`src/rtl/shift_rotate_unit.sv`:
```
// Multi-bit shift/rotate register with carry flag: executes one bit-step per clock
// for a commanded amount, using a start/busy/done handshake.
module shift_rotate_unit #(
  parameter int unsigned Width = 8,
  parameter int unsigned CntW  = 3
) (
  input  logic             clk_i,
  input  logic             rst_ni,
  input  logic             load_i,
  input  logic [Width-1:0] load_data_i,
  input  logic             cf_i,
  input  logic             start_i,
  input  logic [2:0]       mode_i,
  input  logic [CntW-1:0]  amount_i,
  output logic [Width-1:0] out_o,
  output logic             cf_o,
  output logic             busy_o,
  output logic             done_o,
  output logic             zero_o
);

  typedef enum logic [0:0] {StIdle, StShift} state_e;

  localparam logic [2:0] ModeRol = 3'b000;
  localparam logic [2:0] ModeRor = 3'b001;
  localparam logic [2:0] ModeRcl = 3'b010;
  localparam logic [2:0] ModeRcr = 3'b011;
  localparam logic [2:0] ModeShl = 3'b100;
  localparam logic [2:0] ModeShr = 3'b101;
  localparam logic [2:0] ModeSar = 3'b110;

  state_e            state_q;
  logic [Width-1:0]  out_q;
  logic              cf_q;
  logic              busy_q;
  logic              done_q;
  logic [2:0]        mode_q;
  logic [CntW-1:0]   cnt_q;

  logic [Width-1:0]  step_out;
  logic              step_cf;

  // One single-bit step of the latched mode, always computed from the current out/cf.
  always_comb begin
    step_out = out_q;
    step_cf  = cf_q;
    case (mode_q)
      ModeRol: begin
        step_out = {out_q[Width-2:0], out_q[Width-1]};
        step_cf  = out_q[Width-1];
      end
      ModeRor: begin
        step_out = {out_q[0], out_q[Width-1:1]};
        step_cf  = out_q[0];
      end
      ModeRcl: begin
        step_out = {out_q[Width-2:0], cf_q};
        step_cf  = out_q[Width-1];
      end
      ModeRcr: begin
        step_out = {cf_q, out_q[Width-1:1]};
        step_cf  = out_q[0];
      end
      ModeShl: begin
        step_out = {out_q[Width-2:0], 1'b0};
        step_cf  = out_q[Width-1];
      end
      ModeShr: begin
        step_out = {1'b0, out_q[Width-1:1]};
        step_cf  = out_q[0];
      end
      ModeSar: begin
        step_out = {out_q[Width-1], out_q[Width-1:1]};
        step_cf  = out_q[0];
      end
      default: begin
        step_out = out_q;
        step_cf  = cf_q;
      end
    endcase
  end

  // Priority: reset, load, start, shift step. done is a single-cycle pulse.
  always_ff @(posedge clk_i or negedge rst_ni) begin
    if (!rst_ni) begin
      state_q <= StIdle;
      out_q   <= '0;
      cf_q    <= 1'b0;
      busy_q  <= 1'b0;
      done_q  <= 1'b0;
      mode_q  <= 3'b000;
      cnt_q   <= '0;
    end else begin
      done_q <= 1'b0;
      if (load_i) begin
        out_q   <= load_data_i;
        cf_q    <= cf_i;
        state_q <= StIdle;
        busy_q  <= 1'b0;
      end else begin
        case (state_q)
          StIdle: begin
            if (start_i) begin
              mode_q <= mode_i;
              if (amount_i == '0) begin
                done_q <= 1'b1;
              end else begin
                cnt_q   <= amount_i;
                state_q <= StShift;
                busy_q  <= 1'b1;
              end
            end
          end
          StShift: begin
            out_q <= step_out;
            cf_q  <= step_cf;
            cnt_q <= cnt_q - CntW'(1);
            if (cnt_q == CntW'(1)) begin
              state_q <= StIdle;
              busy_q  <= 1'b0;
              done_q  <= 1'b1;
            end
          end
          default: begin
            state_q <= StIdle;
            busy_q  <= 1'b0;
          end
        endcase
      end
    end
  end

  assign out_o  = out_q;
  assign cf_o   = cf_q;
  assign busy_o = busy_q;
  assign done_o = done_q;
  assign zero_o = (out_q == '0);

endmodule
```
`config.mk`:
```
export PLATFORM = sky130hd
export DESIGN_NAME = shift_rotate_unit
export DESIGN_NICKNAME = d
export VERILOG_FILES = /design/src/rtl/shift_rotate_unit.sv
export SDC_FILE = /design/constraint.sdc
export NUM_CORES = 1
export LEC_CHECK = 0
export CORE_MARGIN = 2
export CORE_UTILIZATION = 42
export DETAILED_ROUTE_END_ITERATION = 7
export GPL_ROUTABILITY_DRIVEN = 0
export PLACE_DENSITY = 0.72
export SLEW_MARGIN = 20
export SYNTH_ARGS = -nofsm -noshare
export SYNTH_HDL_FRONTEND = slang
export SYNTH_SLANG_ARGS = --single-unit
```
`constraint.sdc`:
```
create_clock -name clk_i -period 1.45 [get_ports clk_i]
set_clock_uncertainty 0.2 [all_clocks]
set_input_delay 0.2175 -clock clk_i [delete_from_list [all_inputs] [get_ports clk_i]]
set_output_delay 0.2175 -clock clk_i [all_outputs]
set_load 0.02 [all_outputs]
```
==> impl_metrics.ini <==
[run_status]
status = finished with violations
failed_checks = setup timing

[clock_tree]
hold_buffers = 0
htree_levels = 1
cts_root_buffer = clkbuf_4
cts_tree = yes
cts.clk_slew.worst_paths_ps = 110
cts_sinks = 18
cts_made_buffers = 3
clock_tree.buffer_depth = 2
clkLatencyLatePin_ps = 290

[synth]
synthMuxAreaShare_pct = 12.7
synth_seq_cells = 18
syn_area_per_cell_sq_um = 10.2
synth.distinct_cells = 34
syn_inst = 105
synthXorXnorAreaFrac_pct = 2.58
synth_compound_area_share_pct = 23.4
synth_area_sq_mm = 0.00107
synth-edff-count = 0
synth_ff_type = dfrtp_1
synthArstFlopShare_pct = 100
synth_top_family_by_area = compound AO/OA/AOI/OAI gates
ys_seq_area_share_pct = 42.3
syn_nets = 126
synthAdderAreaFrac_pct = 2.35
yosys.area_share.simple_pct = 11.3
yosys_warnings = 0

[power]
vdd_ir_drop_max_mv = 0.760
p_clk_share_pct = 14.6
netSwitchingFraction_pct = 36.9
powerDensity_mw_per_mm2 = 1210
leakage_nw = 0.795
pwr-share-comb_pct = 51.4
switchingPower_mw = 0.795
pwr-share-seq_pct = 34.0
p_int_mw = 1.36

[worst_setup_path]
cp.arrival_ps = 1500
critPathRequiredTime_ps = 1030
path_buf_inv = 1
crit_type = reg2out
cp-start-kind = flop
critPathMaxFanout = 2
cp_slowest_cell = or4_4
cp_num_cells = 3
end_kind = output port
r2r-end = out_o[3]
cp_cell_sequence = or4_4 > nor2_4 > buf_6
rr_startpoint = mode_q[2]
max_stage_delay_ps = 550
crit_family = simple AND/OR/NAND/NOR gates
rr_worst_depth = 5
reg2reg_setup_slack_ps = -100

[sta]
fin_crit_sh_pct = 132
min_period_ps = 1920
rsz0062_at_grt = true
setup_slack_ps = -468
report.final.hold_viol_count = 0
max_clock_freq_mhz = 521
slew-limit-headroom_pct = 82.3
worst_pin_slew_ps = 266
maxSlewViolCount = 0
holdWs_ps = 46.2
setup_violations = 10

[floorplan]
die_h_um = 54.4
coreArea_sq_mm = 0.00243
ios = 31
dieArea_sq_mm = 0.00296
die_x_um = 54.4
rows = 18
initial_utilization_pct = 43.8

[placement]
dpl_worst_slack_ps = -623
dp_cells = 187
io_buffers = 30
dpl.hpwl_mm = 2.34

[drt]
dr.first_iter.drc_count = 14
firstDrtPassIters = 4
via_per_inst = 5.54
drc = 0
wl_mm = 3.30
routedWlPerCell_um = 16.8
vias = 1085
detail-route-antenna-nets = 0

[job]
drv_cap = 0

[global_routing]
gr-usage-all-layers_pct = 24.8
grt-ovfl-total = 0
grt_pass1_wl_mm = 5.18
antenna_found_initial = 0
grt_max_degree = 19
grt_pass1_vias = 1142

[finish]
nets = 188
final_util_pct = 73.1
num_antenna_cells = 0
syn_to_final_growth_pct = 66.8
final_layout_size_suffix_gt1_share_pct = 45.8
final_cell_count_no_fill = 196

[min_path]
hold_path_class = in2async
-- repair_timing --
| item | in CTS | in global routing |
|---|---|---|
| resized for setup | 53 | 30 |
| setup endpoints to repair | 25 | 23 |
| pin swaps | 11 | 5 |
| setup buffers | 3 | 2 |
-- cells in the mapped netlist (3+ instances only) --
master	count	area share, %
nand2_1	7	2.5
o21ai_0	4	1.9
mux2i_1	9	8.5
mux2_2	4	4.2
dfrtp_1	18	42
a22oi_1	7	4.9
o21ai_1	7	3.3
inv_1	7	2.5
nand3_1	3	1.4
a21oi_1	6	2.8
-- final cells by class --
cell class,count,area (sq um)
clock buffer,4,36.3
fill,175,654
inverter,7,26.3
multi-input combinational,75,638
sequential,18,460
tap,30,37.5
timing repair buffer,62,579
-- kinds of logic after synthesis --
family          after synthesis
compound gates               37
xor+xnor                      1
fa+ha+maj                     2
buf+inv                      12
flops                        18
mux                          13
simple gates                 22
-- cells in the final DEF, fill, tap and decap left out, types with 2 or more instances in the layout --
| master | instances |
|---|---|
| or4_4 | 2 |
| a21oi_1 | 6 |
| clkbuf_2 | 2 |
| buf_6 | 12 |
| mux2_2 | 3 |
| clkdlybuf4s50_1 | 17 |
| ha_1 | 2 |
| clkbuf_4 | 3 |
| o21ai_1 | 8 |
| a211oi_2 | 2 |
| buf_12 | 2 |
| mux2i_1 | 8 |
| nand2_1 | 6 |
| dfrtp_2 | 8 |
| a22o_1 | 2 |
| inv_1 | 7 |
| o31a_1 | 2 |
| o21ai_0 | 2 |
| dfrtp_1 | 10 |
| nand3_1 | 2 |
| a22oi_1 | 6 |
| buf_4 | 27 |
-- flip-flops by register name, summed over array words and instances (netlist names) --
name / count
cf_o: 1
cnt_q: 3
busy_o: 1
state_q: 1
done_o: 1
out_o: 8
mode_q: 3
-- layer usage --
metal  track usage [%]  part of all wire [%]  vias up
li1                  -                     -      508
met1              28.5                    40      537
met2              47.0                    55       34
met3              2.73                   3.7        6
met4              8.75                   1.2        0
met5                 0                     0        -
-- metrics by stage --
| step | setup TNS, ps | power [mW] | area [sq um] |
|---|---|---|---|
| CTS | -923 | 2.02 | 1680 |
| global route | -1620 | 2.27 | 1780 |
| floorplan | -146 | 1.23 | 1100 |
| detailed placement | -5000 | 1.70 | 1630 |
| global placement | -4020 | 1.65 | 1630 |
| finish | -1080 | 2.15 | 1780 |
-- power groups by stage --
stage,combinational (mW),sequential (mW),clock [mW]
4_1_cts,0.987,0.721,0.312
5_1_grt,1.18,0.748,0.346
3_3_place_gp,0.940,0.713,0
3_5_place_dp,0.973,0.723,0
6_report,1.11,0.733,0.314
2_1_floorplan,0.466,0.769,0
-- worst max-delay path by stage --
stage	startpoint	end	slack, ps
2_1_floorplan	out_o[4]	zero_o	-150
3_3_place_gp	out_o[4]	zero_o	-590
3_5_place_dp	out_o[4]	zero_o	-620
4_1_cts	out_o[2]	zero_o	-460
5_1_grt	out_o[7]	zero_o	-520
6_report	out_o[2]	zero_o	-470
-- worst reg2reg max path, cell delays in order (launching register included) --
cell and delay, ps:
dfrtp_2 530, nand2_8 110, xor2_4 160, buf_12 150, mux2i_1 190, o21ai_1 100
(Power assumes the default switching activity.)
